==> src/rtl/frame_fifo_arb_pkg.sv <==
// Shared definitions for the frame-granular FIFO read-port arbiter:
// state encoding and drop counter width.
package frame_fifo_arb_pkg;

  localparam logic [1:0] ST_IDLE    = 2'd0;
  localparam logic [1:0] ST_GRANT   = 2'd1;
  localparam logic [1:0] ST_DISCARD = 2'd2;
  localparam logic [1:0] ST_STREAM  = 2'd3;

  localparam int DROP_COUNT_WIDTH = 16;

  typedef enum logic [1:0] {
    IDLE    = ST_IDLE,
    GRANT   = ST_GRANT,
    DISCARD = ST_DISCARD,
    STREAM  = ST_STREAM
  } arb_state_t;

endpackage

==> src/rtl/frame_fifo_rr_select.sv <==
// Combinational round-robin picker: first set request at or after rr_ptr,
// wrapping modulo NUM_SOURCES.
module frame_fifo_rr_select
  import frame_fifo_arb_pkg::*;
#(
  parameter int NUM_SOURCES  = 4,
  parameter int SRC_ID_WIDTH = 2
) (
  input  logic [NUM_SOURCES-1:0]  req,
  input  logic [SRC_ID_WIDTH-1:0] rr_ptr,
  output logic [SRC_ID_WIDTH-1:0] grant_idx,
  output logic                    grant_valid
);

  int idx_s;

  // Scan from the farthest offset down so the nearest requester wins.
  always_comb begin
    grant_idx   = '0;
    grant_valid = 1'b0;
    idx_s       = 0;
    for (int i = NUM_SOURCES - 1; i >= 0; i--) begin
      idx_s = int'(rr_ptr) + i;
      if (idx_s >= NUM_SOURCES) begin
        idx_s = idx_s - NUM_SOURCES;
      end else begin
        idx_s = idx_s;
      end
      if (req[idx_s]) begin
        grant_idx   = idx_s[SRC_ID_WIDTH-1:0];
        grant_valid = 1'b1;
      end else begin
        grant_valid = grant_valid;
      end
    end
  end

endmodule

==> src/rtl/frame_fifo_frame_arbiter.sv <==
// Shares one frame FIFO read port among NUM_SOURCES lane FIFOs, one whole
// frame at a time, rotating round-robin only at frame boundaries.
module frame_fifo_frame_arbiter
  import frame_fifo_arb_pkg::*;
#(
  parameter int AXIS_DATA_WIDTH  = 32,
  parameter int NUM_SOURCES      = 4,
  parameter int SRC_ID_WIDTH     = 2,
  parameter int LINE_COUNT_WIDTH = 16
) (
  input  logic                                   clk,
  input  logic                                   rst,
  input  logic                                   i_enable,
  input  logic [LINE_COUNT_WIDTH-1:0]            i_lines_per_frame,
  input  logic [NUM_SOURCES-1:0]                 i_src_ready,
  output logic [NUM_SOURCES-1:0]                 o_src_next_stb,
  input  logic [NUM_SOURCES-1:0]                 i_src_sof,
  input  logic [NUM_SOURCES-1:0]                 i_src_last,
  input  logic [NUM_SOURCES*AXIS_DATA_WIDTH-1:0] i_src_data,
  output logic                                   o_frame_fifo_ready,
  input  logic                                   i_frame_fifo_next_stb,
  output logic                                   o_frame_fifo_sof,
  output logic                                   o_frame_fifo_last,
  output logic [AXIS_DATA_WIDTH-1:0]             o_frame_fifo_data,
  output logic [SRC_ID_WIDTH-1:0]                o_active_src,
  output logic                                   o_busy,
  output logic                                   o_short_frame_stb,
  output logic [DROP_COUNT_WIDTH-1:0]            o_drop_count
);

  arb_state_t                    state_r, state_s;
  logic [SRC_ID_WIDTH-1:0]       rr_ptr_r, active_src_r, next_ptr_s, sel_idx_s;
  logic [LINE_COUNT_WIDTH-1:0]   lines_cfg_r, line_cnt_r;
  logic                          beat_cnt_r, short_frame_r, sel_valid_s;
  logic [DROP_COUNT_WIDTH-1:0]   drop_count_r;
  logic                          grant_ready_s, grant_sof_s, grant_last_s;
  logic [AXIS_DATA_WIDTH-1:0]    grant_data_s;
  logic                          out_ready_s, xfer_s, abort_s, frame_end_s, discard_pop_s;
  logic [NUM_SOURCES-1:0]        next_stb_s;
  logic                          is_stream_s;

  frame_fifo_rr_select #(
    .NUM_SOURCES (NUM_SOURCES),
    .SRC_ID_WIDTH(SRC_ID_WIDTH)
  ) u_rr_select (
    .req        (i_src_ready),
    .rr_ptr     (rr_ptr_r),
    .grant_idx  (sel_idx_s),
    .grant_valid(sel_valid_s)
  );

  assign grant_ready_s = i_src_ready[active_src_r];
  assign grant_sof_s   = i_src_sof[active_src_r];
  assign grant_last_s  = i_src_last[active_src_r];
  assign grant_data_s  = i_src_data[active_src_r*AXIS_DATA_WIDTH +: AXIS_DATA_WIDTH];
  assign next_ptr_s    = (active_src_r == SRC_ID_WIDTH'(NUM_SOURCES - 1))
                         ? '0 : active_src_r + SRC_ID_WIDTH'(1);
  assign is_stream_s   = (state_r == STREAM);

  // Next-state and pass-through/pop strobes for the granted source.
  always_comb begin
    state_s       = state_r;
    out_ready_s   = 1'b0;
    next_stb_s    = '0;
    xfer_s        = 1'b0;
    abort_s       = 1'b0;
    frame_end_s   = 1'b0;
    discard_pop_s = 1'b0;
    case (state_r)
      IDLE: begin
        if (i_enable && (|i_src_ready)) state_s = GRANT;
        else                            state_s = IDLE;
      end
      GRANT: begin
        if (sel_valid_s) state_s = i_src_sof[sel_idx_s] ? STREAM : DISCARD;
        else             state_s = IDLE;
      end
      DISCARD: begin
        if (grant_ready_s) begin
          if (grant_sof_s) begin
            state_s = STREAM;
          end else begin
            next_stb_s[active_src_r] = 1'b1;
            discard_pop_s            = 1'b1;
          end
        end else begin
          state_s = DISCARD;
        end
      end
      STREAM: begin
        // A fresh sof mid-frame means the current frame was cut short.
        abort_s     = grant_ready_s & grant_sof_s & ((line_cnt_r != '0) | beat_cnt_r);
        out_ready_s = grant_ready_s & ~abort_s;
        xfer_s      = i_frame_fifo_next_stb & out_ready_s;
        next_stb_s[active_src_r] = xfer_s;
        frame_end_s = xfer_s & grant_last_s &
                      (line_cnt_r == (lines_cfg_r - LINE_COUNT_WIDTH'(1)));
        if (abort_s)          state_s = GRANT;
        else if (frame_end_s) state_s = i_enable ? GRANT : IDLE;
        else                  state_s = STREAM;
      end
      default: state_s = IDLE;
    endcase
  end

  // State, grant bookkeeping, frame counters and drop statistics.
  always_ff @(posedge clk) begin
    if (rst) begin
      state_r       <= IDLE;
      rr_ptr_r      <= '0;
      active_src_r  <= '0;
      lines_cfg_r   <= LINE_COUNT_WIDTH'(1);
      line_cnt_r    <= '0;
      beat_cnt_r    <= 1'b0;
      drop_count_r  <= '0;
      short_frame_r <= 1'b0;
    end else begin
      state_r       <= state_s;
      short_frame_r <= abort_s;
      if (state_r == GRANT) begin
        line_cnt_r <= '0;
        beat_cnt_r <= 1'b0;
        if (sel_valid_s) begin
          active_src_r <= sel_idx_s;
          lines_cfg_r  <= (i_lines_per_frame == '0) ? LINE_COUNT_WIDTH'(1) : i_lines_per_frame;
        end
      end
      if (discard_pop_s && (drop_count_r != '1)) begin
        drop_count_r <= drop_count_r + DROP_COUNT_WIDTH'(1);
      end
      if (xfer_s) begin
        if (grant_last_s) begin
          line_cnt_r <= line_cnt_r + LINE_COUNT_WIDTH'(1);
          beat_cnt_r <= 1'b0;
        end else begin
          beat_cnt_r <= 1'b1;
        end
      end
      if (abort_s || frame_end_s) begin
        rr_ptr_r <= next_ptr_s;
      end
    end
  end

  assign o_frame_fifo_ready = out_ready_s;
  assign o_src_next_stb     = next_stb_s;
  assign o_frame_fifo_sof   = is_stream_s & grant_sof_s;
  assign o_frame_fifo_last  = is_stream_s & grant_last_s;
  assign o_frame_fifo_data  = is_stream_s ? grant_data_s : '0;
  assign o_active_src       = active_src_r;
  assign o_busy             = (state_r == DISCARD) || (state_r == STREAM);
  assign o_short_frame_stb  = short_frame_r;
  assign o_drop_count       = drop_count_r;

endmodule

==> config.mk <==
export PLATFORM = sky130hd
export DESIGN_NAME = frame_fifo_frame_arbiter
export DESIGN_NICKNAME = d
export VERILOG_FILES = /design/src/rtl/frame_fifo_arb_pkg.sv /design/src/rtl/frame_fifo_rr_select.sv /design/src/rtl/frame_fifo_frame_arbiter.sv
export SDC_FILE = /design/constraint.sdc
export NUM_CORES = 1
export LEC_CHECK = 0
export ABC_AREA = 1
export BUFFER_PORTS_ARGS = -buffer_cell sky130_fd_sc_hd__buf_2
export CELL_PAD_IN_SITES_DETAIL_PLACEMENT = 2
export CELL_PAD_IN_SITES_GLOBAL_PLACEMENT = 2
export CORE_ASPECT_RATIO = 0.8
export CORE_UTILIZATION = 20
export CTS_CLUSTER_SIZE = 30
export DETAILED_ROUTE_END_ITERATION = 10
export GPL_TIMING_DRIVEN = 0
export PLACE_DENSITY_LB_ADDON = 0.1
export SYNTH_ARGS = -nofsm -noshare
export SYNTH_HDL_FRONTEND = slang
export SYNTH_SLANG_ARGS = --single-unit
==> constraint.sdc <==
create_clock -name clk -period 2.17 [get_ports clk]
set_clock_uncertainty 0.15 [all_clocks]
set_input_delay 0.5425 -clock clk [delete_from_list [all_inputs] [get_ports clk]]
set_output_delay 0.5425 -clock clk [all_outputs]
set_load 0.02 [all_outputs]
=== Yosys cells after proc, flatten, opt, wreduce, memory -nomap -nowiden ===
Index checks and enable logic that the tools add are counted.

* Register bits: 56
* Latch bits: 0
* RAM bits: 0
* Memory bits (read-only): 0
* Output and inout bits: 59
* Word-level logic and storage cells: 122
* Memories: 0

* $add $sub $neg: 11
* Multiply operators: 0
* Div/mod/pow operators: 0
* $lt $le $gt $ge: 11
* Eq/ne operators: 7
* Shift operators: 1
* Mux-type cells: 62
* Bitwise operators: 11
* Reduce and logical (&&, ||, !) cells: 11

{| class="wikitable"
|+ Operators by type and width
! kind !! count
|-
| 32-bit 2-to-1 mux || 5
|-
| 32-bit by 4-bit < comparator with 1-bit output, second input constant || 4
|-
| 128-bit by 8-bit variable part select with 32-bit output || 1
|-
| 32-bit by 4-bit greater-or-equal comparator with 1-bit output, second input constant || 3
|-
| 32-bit by 4-bit subtractor with 32-bit output, second input constant || 3
|-
| 16-bit 2-to-1 mux || 4
|-
| 16-bit by 1-bit adder with 16-bit output, second input constant || 2
|-
| 1-bit 2-to-1 mux || 30
|-
| 2-bit 2-to-1 mux || 10
|-
| 1-bit binary-select mux with 2-bit select || 8
|-
| 16-bit == test || 1
|-
| 16-bit logical NOT || 1
|-
| 16-bit != test, second input constant || 1
|-
| 16-bit nonzero test || 1
|-
| 16-bit by 1-bit subtractor with 16-bit output, second input constant || 1
|-
| 1-bit bitwise AND || 8
|-
| 4-bit 2-to-1 mux || 2
|-
| 2-bit one-hot mux with 4 select lines || 1
|-
| 4-bit one-hot mux with 2 select lines || 1
|-
| 2-bit by 2-bit adder with 3-bit output, second input constant || 2
|-
| 2-bit == test, second input constant || 3
|-
| 2-bit by 3-bit < comparator with 1-bit output, second input constant || 2
|-
| 4-bit bitwise AND || 1
|-
| 4-bit OR reduction || 1
|-
| 15 further kinds || 18
|}

=== Logic depth before layout (Yosys ltp) ===
Gate-level depths: netlist of the first run.

* Depth after elaboration: 15
* Mapped depth: 17
* Gate-level depth less buffers: 17

=== Cells and area by module ===
Synthesis of the first run repeated with hierarchy kept, for this count alone.

* Cells, all modules: 863
* Area total of the unflattened synthesis: 4850.9 sq um

{| class="wikitable"
|+ Modules (own cells, without submodules)
! module !! times used !! cells each !! area each (sq um) !! sequential area each (sq um)
|-
| frame_fifo_frame_arbiter || 1 || 819 || 4635.7 || 1121.1
|-
| frame_fifo_rr_select || 1 || 44 || 215.2 || 0.0
|}

=== Worst setup path after synthesis of the first run ===
No wires, ideal clock.

* Path kind: reg2out
* From: reg active_src_r[0], in the netlist o_active_src[0]
* To: out o_frame_fifo_data[10]
* Arrival time: 1859 ps
* Data required time: 1477 ps
* Path slack: -382 ps
* Stages on the path, launching flop included: 8
* Cell sequence: dfxtp_1 -> buf_4 -> clkbuf_1 -> clkbuf_1 -> nor2_1 -> nor2_1 -> o21ai_0 -> a21oi_1

* Word-level cells in the longest chain between the ends: 2

{| class="wikitable"
|+ Ends and longest elaborated chain
! item !! line !! text
|-
| start, declared || frame_fifo_frame_arbiter.sv:32 || <nowiki>logic [SRC_ID_WIDTH-1:0] rr_ptr_r, active_src_r, next_ptr_s, sel_idx_s;</nowiki>
|-
| start signal, assigned || frame_fifo_frame_arbiter.sv:124 || <nowiki>active_src_r <= sel_idx_s;</nowiki>
|-
| 128-bit by 8-bit variable part select with 32-bit output || frame_fifo_frame_arbiter.sv:55 || <nowiki>assign grant_data_s = i_src_data[active_src_r*AXIS_DATA_WIDTH +: AXIS_DATA_WIDTH];</nowiki>
|-
| 32-bit 2-to-1 mux || frame_fifo_frame_arbiter.sv:149 || <nowiki>assign o_frame_fifo_data = is_stream_s ? grant_data_s : '0;</nowiki>
|-
| end, declared || frame_fifo_frame_arbiter.sv:24 || <nowiki>output logic [AXIS_DATA_WIDTH-1:0] o_frame_fifo_data,</nowiki>
|}

Every way passes these cells.

=== Worst setup path in the final report of the first run ===
* From: reg active_src_r[0], in the netlist o_active_src[0]
* To: out o_src_next_stb[2]

* Word-level cells in the longest chain between the ends: 9
* Elaborated cells on any way between the ends: 18

{| class="wikitable"
|+ Ends and longest elaborated chain
! item !! line !! text
|-
| 1-bit binary-select mux with 2-bit select (on tied branches) || frame_fifo_frame_arbiter.sv:52, frame_fifo_frame_arbiter.sv:53 ||
|-
| 1-bit 2-to-1 mux (on tied branches) || frame_fifo_frame_arbiter.sv:52, frame_fifo_frame_arbiter.sv:53 ||
|-
| 1-bit bitwise AND (2 in series) || frame_fifo_frame_arbiter.sv:92 || <nowiki>abort_s = grant_ready_s & grant_sof_s & ((line_cnt_r != '0) | beat_cnt_r);</nowiki>
|-
| 1-bit NOT || frame_fifo_frame_arbiter.sv:93 || <nowiki>out_ready_s = grant_ready_s & ~abort_s;</nowiki>
|-
| 1-bit bitwise AND || frame_fifo_frame_arbiter.sv:93 ||
|-
| 1-bit bitwise AND || frame_fifo_frame_arbiter.sv:94 || <nowiki>xfer_s = i_frame_fifo_next_stb & out_ready_s;</nowiki>
|-
| 4-bit bitwise AND (no source line) || - ||
|-
| 4-bit one-hot mux with 2 select lines * || frame_fifo_frame_arbiter.sv:69 || <nowiki>case (state_r)</nowiki>
|-
| end, declared || frame_fifo_frame_arbiter.sv:16 || <nowiki>output logic [NUM_SOURCES-1:0] o_src_next_stb,</nowiki>
|}

Every way passes the cells marked *; elsewhere a longest branch is shown, timed or not. The select of a mux whose other input is x is not followed.

==> flow_summary_export.csv, run 1 <==
group,metric,value,unit
synthesis,syn_inst,886,
synthesis,ys.warnings.count,0,
place,port_buffers,218,
floorplanning,die_x,177,um
routing,wl_per_cell,18.3,um
floorplanning,rows,50,
sta,setup_viol,51,
critical_path,cpMostUsedCell,"clkbuf_16",
sta,max_freq,387,MHz
routing,post-route-drc-count,0,
critical_path,cp_max_fo,7,
sta,drv_slew,0,
sta,rsz0062_at_grt,"true",
power_and_ir_drop,clkPwrFrac,17.8,%
critical_path,cp.depth,9,
synthesis,ys_seq_area_share,22.8,%
synthesis,ys_seq_elements,56,
floorplanning,coreArea,0.0238,mm^2
min_path,hold_class,"in2reg",
power_and_ir_drop,seqPwrFrac,24.5,%
critical_path,crit_start,"o_active_src[0]",
cts,h-tree-depth,2,
cts,clkTransAtPathRegs,0.08,ns
critical_path,worst-path-buf-inv,7,
critical_path,reg2reg_slack,-0.12,ns
synthesis,synth_area,0.00492,mm^2
floorplanning,die_y,142,um
critical_path,cp_cell_sequence,"clkinvlp_4 -> buf_12 -> buf_8 -> clkbuf_16 -> clkbuf_16 -> ha_1 -> inv_2 -> nor2_4 -> buf_6",
place,dp_hpwl,20500,um
routing,ant_nets,0,
sta,holdWs,0.332,ns
sta,layout_setup_ws,-0.414,ns
routing,routed_wl,26800,um
global_route,antenna_found_initial,4,
synthesis,synth_cell_types,39,
global_route,grt_max_degree,17,
sta,final.period_utilization,119,%
sta,hold_viol_final,0,
min_path,hold_depth,3,
cts,clock_sinks,56,
power_and_ir_drop,ir_drop,303,uV
run_status,violations,"negative setup slack",
critical_path,worstPathRequired,1.48,ns
power_and_ir_drop,sw_frac_of_total,44.3,%
place,place_congestion,0.773,
layout,layout-drive-gt1-share,45.2,%
routing,firstDrtPassIters,4,
cts,root_buffer,"clkbuf_16",
synthesis,syn_area_per_cell,5.55,um^2
global_route,grt_pass1_wl,40000,um
power_and_ir_drop,powerDensity,572,mW/mm^2
sta,max-slew-margin-rel,50.3,%
global_route,grt_pass1_vias,7266,
layout,final_cell_mix,"185 x buf_2, 180 x nor2_1, 155 x nand2_1",
synthesis,synth_edf_count,0,
synthesis,synthArstFlopShare,0,%
power_and_ir_drop,p_comb_share,57.7,%
place,dp.cells,1416,
synthesis,synth_ff_type,"dfxtp_1",
sta,tns,-12.37,ns
cts,cts_max_path_buffers,2,
routing,dr.first_iter.drc_count,173,
sta,worstMarginPinSlew,0.745,ns
layout,syn_to_final_growth,73.5,%
critical_path,r2r_cells,14,
critical_path,cp_slowest_cell,"dfxtp_4",
critical_path,crit-reg2reg-launch,"o_active_src[0]",
synthesis,syn_nets,1054,
floorplanning,start_util,20.7,%
flow_run,maxCapViolations,0,
critical_path,end_kind,"output pin",
power_and_ir_drop,p_sw,2.16,mW
cts,insertion_delay,0.30,ns
power_and_ir_drop,power.leakage,3.71,nW
critical_path,slowest_delay,0.38,ns
layout,nets,1321,
critical_path,worstReg2RegEnd,"o_drop_count[4]",
power_and_ir_drop,p_int,2.72,mW
run_status,status,"finished, violations left",
cts,cts_made_buffers,5,
critical_path,startpoint_type,"flip-flop",
critical_path,path_class,"reg2out",
routing,vias_per_cell,4.69,
critical_path,crit_end,"o_src_next_stb[2]",
global_route,grt-ovfl-total,0,
floorplanning,die-area,0.0252,mm^2
layout,final_common_cell,"buf_2",
critical_path,critical_path.top_delay_family,"buffers and inverters",
floorplanning,ios,219,
routing,vias,6884,
critical_path,arrival,1.89,ns
cts,cts_tree,"built",
global_route,grt_use_total,20.3,%
sta,finalCriticalPeriod,2.58,ns
layout,instances_no_fill,1467,
==> how the worst min path moves through the flow <==
stage | startpoint | to | slack [ns]
2_1_floorplan | beat_cnt_r | beat_cnt_r | 0.30
5_1_grt | i_lines_per_frame[0] | lines_cfg_r[0] | 0.34
6_report | i_lines_per_frame[0] | lines_cfg_r[0] | 0.33
4_1_cts | i_lines_per_frame[0] | lines_cfg_r[0] | 0.33
3_3_place_gp | o_drop_count[4] | o_drop_count[4] | 0.32
3_5_place_dp | o_drop_count[4] | o_drop_count[4] | 0.33
==> cell type report <==
type	count	area, um^2
fill	2883	15200
antenna	1	2.50
timing repair buffer	261	1760
tap	312	390
inverter	88	359
clock buffer	6	139
clock inverter	2	10.0
buffer	38	448
sequential	56	1150
multi-input combinational	703	4270
==> registers in the layout (all words and copies together), names as in the netlist <==
signal,count
line_cnt_r,16
lines_cfg_r,16
o_drop_count,16
o_active_src,2
rr_ptr_r,2
state_r,2
beat_cnt_r,1
o_short_frame_stb,1
==> stage by stage <==
step	instance area [um^2]	utilization, %	setup slack (ns)	total power [mW]
after global routing	8530	35.9	-0.475	5.22
final	8530	35.9	-0.414	4.88
after floorplan	5060	-	-0.0280	2.37
after global placement	6540	27.5	-0.642	3.01
after CTS	7800	32.8	-0.404	4.55
after detailed placement	6540	27.5	-0.659	3.04
==> power by group through the flow <==
| stage | Combinational [mW] | Clock (mW) | Sequential (mW) |
|---|---|---|---|
| detailed placement | 1.84 | 0 | 1.20 |
| global route | 3.08 | 0.934 | 1.21 |
| floorplan | 1.19 | 0 | 1.18 |
| finish | 2.82 | 0.868 | 1.19 |
| global placement | 1.80 | 0 | 1.21 |
| CTS | 2.45 | 0.915 | 1.19 |
==> cells in the mapped netlist (all sizes together), types with 5 or more instances <==
| cell | count | share of area [%] |
|---|---|---|
| nand4 | 10 | 1.4 |
| nand2 | 178 | 14 |
| clkbuf | 22 | 1.7 |
| nor4 | 8 | 1.0 |
| buf | 17 | 2.1 |
| ha | 8 | 2.0 |
| nor3 | 15 | 1.6 |
| a21oi | 74 | 7.6 |
| nor2 | 226 | 18 |
| o21ai | 96 | 9.8 |
| a211oi | 6 | 0.92 |
| xnor2 | 9 | 1.6 |
| dfxtp | 56 | 23 |
| xor2 | 5 | 0.89 |
| nand3 | 56 | 6.1 |
| inv | 87 | 6.6 |
==> worst register-to-register path, delay by kind of cell, from the launching register on <==
kind / cells / cell delay (ns)
buffers and inverters: 7 / 0.88
AND/OR/NAND/NOR: 3 / 0.29
AO/OA/AOI/OAI: 4 / 0.53
flip-flops: 1 / 0.38
==> what timing repair did <==
item                                    in CTS  in global routing
endpoints found under the setup margin      79                 88
cloned                                       5                  0
setup buffers                               21                 20
gates resized for setup                    309                155
hold endpoints to repair                     0                  0
hold buffers                                 0                  0
pin swaps                                   41                 46
==> cell families (layout without fill, tap and decap cells) <==
family	count (synthesis)	after routing	synth area share [%]
flip-flops	56	56	22.8
adder cells (fa/ha/maj)	8	8	2.04
XOR/XNOR	14	14	2.49
AND/OR/NAND/NOR	497	497	42.6
AO/OA/AOI/OAI	184	184	19.6
other	0	1	0
buffers and inverters	127	395	10.5
==> layer usage <==
| layer | wire length, um | vias up | global-route usage (%) |
|---|---|---|---|
| met2 | 12800 | 139 | 33.9 |
| met1 | 12500 | 3304 | 27.9 |
| met5 | 27 | - | 0 |
| met4 | 170 | 4 | 1.80 |
| li1 | - | 3415 | - |
| met3 | 1300 | 22 | 3.90 |
Note: power is estimated with default switching activity, not from simulation.
==> run 2: changes to the inputs <==
Settings changed: ABC_AREA 1 to 0, CORE_UTILIZATION 20 to 23.
==> run 2 against run 1 <==
Net effect:
- the run still ends with negative setup slack left
- sequential power decreased by 3%
- first-iteration DRC count rose by 13%
- flip-flop and latch count unchanged
- final cell count fell by 29%
- largest power group unchanged
==> flow_summary_export.csv, run 2 <==
group,metric,value,unit
sta,holdWs,0.319,ns
sta,rsz0062_at_grt,"true",
cts,clock_sinks,56,
sta,worstMarginPinSlew,0.801,ns
critical_path,worstReg2RegEnd,"rr_ptr_r[1]",
synthesis,ys_seq_elements,56,
routing,routed_wl,21700,um
synthesis,yosys-top-cells-count,"56 x dfxtp_1, 49 x nor2_1, 38 x and2_1",
critical_path,r2r_cells,15,
cts,cts_max_path_buffers,2,
critical_path,reg2reg_slack,-0.59,ns
synthesis,syn_area_per_cell,8.72,um^2
cts,insertion_delay,0.32,ns
global_route,grt-ovfl-total,0,
floorplanning,die_y,125,um
sta,drv_slew,0,
floorplanning,start_util,23.7,%
layout,final_cell_mix,"190 x buf_2, 50 x buf_4, 46 x buf_6",
critical_path,cp_max_fo,5,
cts,ctsHoldBuffers,0,
layout,diodes,0,
layout,final_cell_area,0.00743,mm^2
run_status,status,"finished, violations left",
layout,n_fill_cell,2036,
global_route,grt_max_degree,19,
power_and_ir_drop,ir_drop,294,uV
critical_path,end_kind,"output pin",
routing,dr.first_iter.drc_count,196,
floorplanning,die_x,156,um
sta,max-slew-margin-rel,46.6,%
synthesis,synth_area,0.00435,mm^2
layout,nets,951,
layout,final_common_cell,"buf_2",
global_route,grt_pass1_vias,5720,
synthesis,synth_edf_count,0,
global_route,grt_pass1_wl,32500,um
sta,hold_viol_final,0,
sta,layout_setup_ws,-0.613,ns
layout,instances_no_fill,1037,
layout,layout-drive-gt1-share,61.0,%
routing,ant_nets,0,
cts,cts_tree,"built",
flow_run,maxCapViolations,0,
synthesis,ys.warnings.count,0,
routing,wl_per_cell,20.9,um
power_and_ir_drop,powerDensity,449,mW/mm^2
cts,cts_made_buffers,5,
min_path,hold_depth,3,
sta,setup_viol,76,
critical_path,arrival,2.09,ns
floorplanning,ios,219,
run_status,violations,"negative setup slack",
sta,finalCriticalPeriod,2.78,ns
sta,max_freq,359,MHz
routing,firstDrtPassIters,4,
routing,post-route-drc-count,0,
cts,root_buffer,"clkbuf_16",
place,placed_cell_area,0.00584,mm^2
synthesis,synth_most_common_cell,"dfxtp_1",
sta,final.period_utilization,128,%
synthesis,synthTopCellsByArea,"dfxtp_1 26%, mux4_2 18%, and2_1 5.5%",
critical_path,path_class,"reg2out",
layout,fin_util,40.5,%
critical_path,worstPathRequired,1.48,ns
min_path,hold_class,"in2reg",
global_route,grt_use_total,21.9,%
floorplanning,rows,44,
synthesis,synthArstFlopShare,0,%
critical_path,crit-reg2reg-launch,"line_cnt_r[0]",
power_and_ir_drop,power,3.33,mW
synthesis,ys_seq_area_share,25.8,%
place,dp.cells,970,
routing,vias,5167,
cts,h-tree-depth,2,
layout,syn_to_final_growth,70.7,%
synthesis,netlist.area_leader.share,25.8,%
global_route,antenna_found_initial,1,
synthesis,yosys.area.top_type,"dfxtp_1",
floorplanning,die-area,0.0195,mm^2
routing,vias_per_cell,4.98,
place,place_congestion,0.807,
min_path,worstHoldEndpoint,"lines_cfg_r[1]",
sta,tns,-30.87,ns
cts,clkTransAtPathRegs,0.08,ns
place,dp_hpwl,16000,um
floorplanning,coreArea,0.0183,mm^2
power_and_ir_drop,power.leakage,3.11,nW
synthesis,synth_cell_types,56,
synthesis,synth_ff_type,"dfxtp_1",
place,port_buffers,218,
place,dp_slack,-0.940,ns
critical_path,startpoint_type,"flip-flop",
synthesis,syn_nets,667,
min_path,min_from,"i_lines_per_frame[1]",
synthesis,syn_inst,499,
## run 2: cell count changes after synthesis, moves of 13 or more
cell	change
a21oi_1	-39
and2_1	+36
inv_1	-67
mux4_2	+35
nand2_1	-143
nand3_1	-33
nor2_1	-171
o21ai_0	-74
xnor2_1	+13
## run 2: layout make-up
cell class	instances	area (um^2)	share of cell area, %
buffer	22	193	2.59
clock buffer	5	125	1.68
multi-input combinational	394	3620	48.7
tap	253	317	4.26
sequential	56	1170	15.7
timing repair buffer	286	1910	25.8
clock inverter	3	22.5	0.303
inverter	18	75.1	1.01
## run 2: per-layer routing
layer / GRT usage, % / routed length (um) / up-vias
met5: 0 / 0 / -
met1: 27.9 / 9250 / 2612
met3: 4.30 / 844 / 27
li1: - / - / 2414
met4: 4.56 / 384 / 0
met2: 37.9 / 11200 / 114
## run 2: worst max-delay path by stage
stage | from | end | slack, ns
after floorplan | o_active_src[0] | o_drop_count[10] | -0.37
after global placement | state_r[0] | o_frame_fifo_ready | -0.82
after detailed placement | line_cnt_r[0] | o_src_next_stb[2] | -0.94
after CTS | o_active_src[0] | o_src_next_stb[2] | -0.61
after global routing | line_cnt_r[0] | rr_ptr_r[1] | -0.70
final | line_cnt_r[0] | o_src_next_stb[0] | -0.61
## run 2: power breakdown
part,switching [mW],total [mW],internal (mW)
logic,0.626,1.29,0.667
registers,0.0836,1.15,1.07
clock network,0.455,0.890,0.435
total,1.16,3.33,2.17
## run 2: cell families after synthesis
| kind of cell | count (synthesis) | synth area share [%] |
|---|---|---|
| simple gates | 217 | 27.7 |
| compound gates | 91 | 12.8 |
| flops | 56 | 25.8 |
| buf+inv | 51 | 4.86 |
| mux | 40 | 19.3 |
| xor+xnor | 36 | 7.24 |
| fa+ha+maj | 8 | 2.30 |
## run 2: timing repair
| item | 4_1_cts | 5_1_grt |
|---|---|---|
| cloned | 4 | 0 |
| buffers inserted | 37 | 33 |
| pin swaps | 28 | 28 |
| endpoints found under the hold margin | 0 | 0 |
| gates resized for setup | 179 | 89 |
| setup endpoints to repair | 93 | 86 |
## run 2: critical path, stage by stage (launching register included)
cell     delay (ns)
dfxtp_4        0.38
inv_4          0.07
ha_4           0.12
nor4b_4        0.19
nand4_1        0.16
buf_6          0.17
a21oi_4        0.17
nand2_2        0.09
o21ai_4        0.09
and3_4         0.22
buf_6          0.12
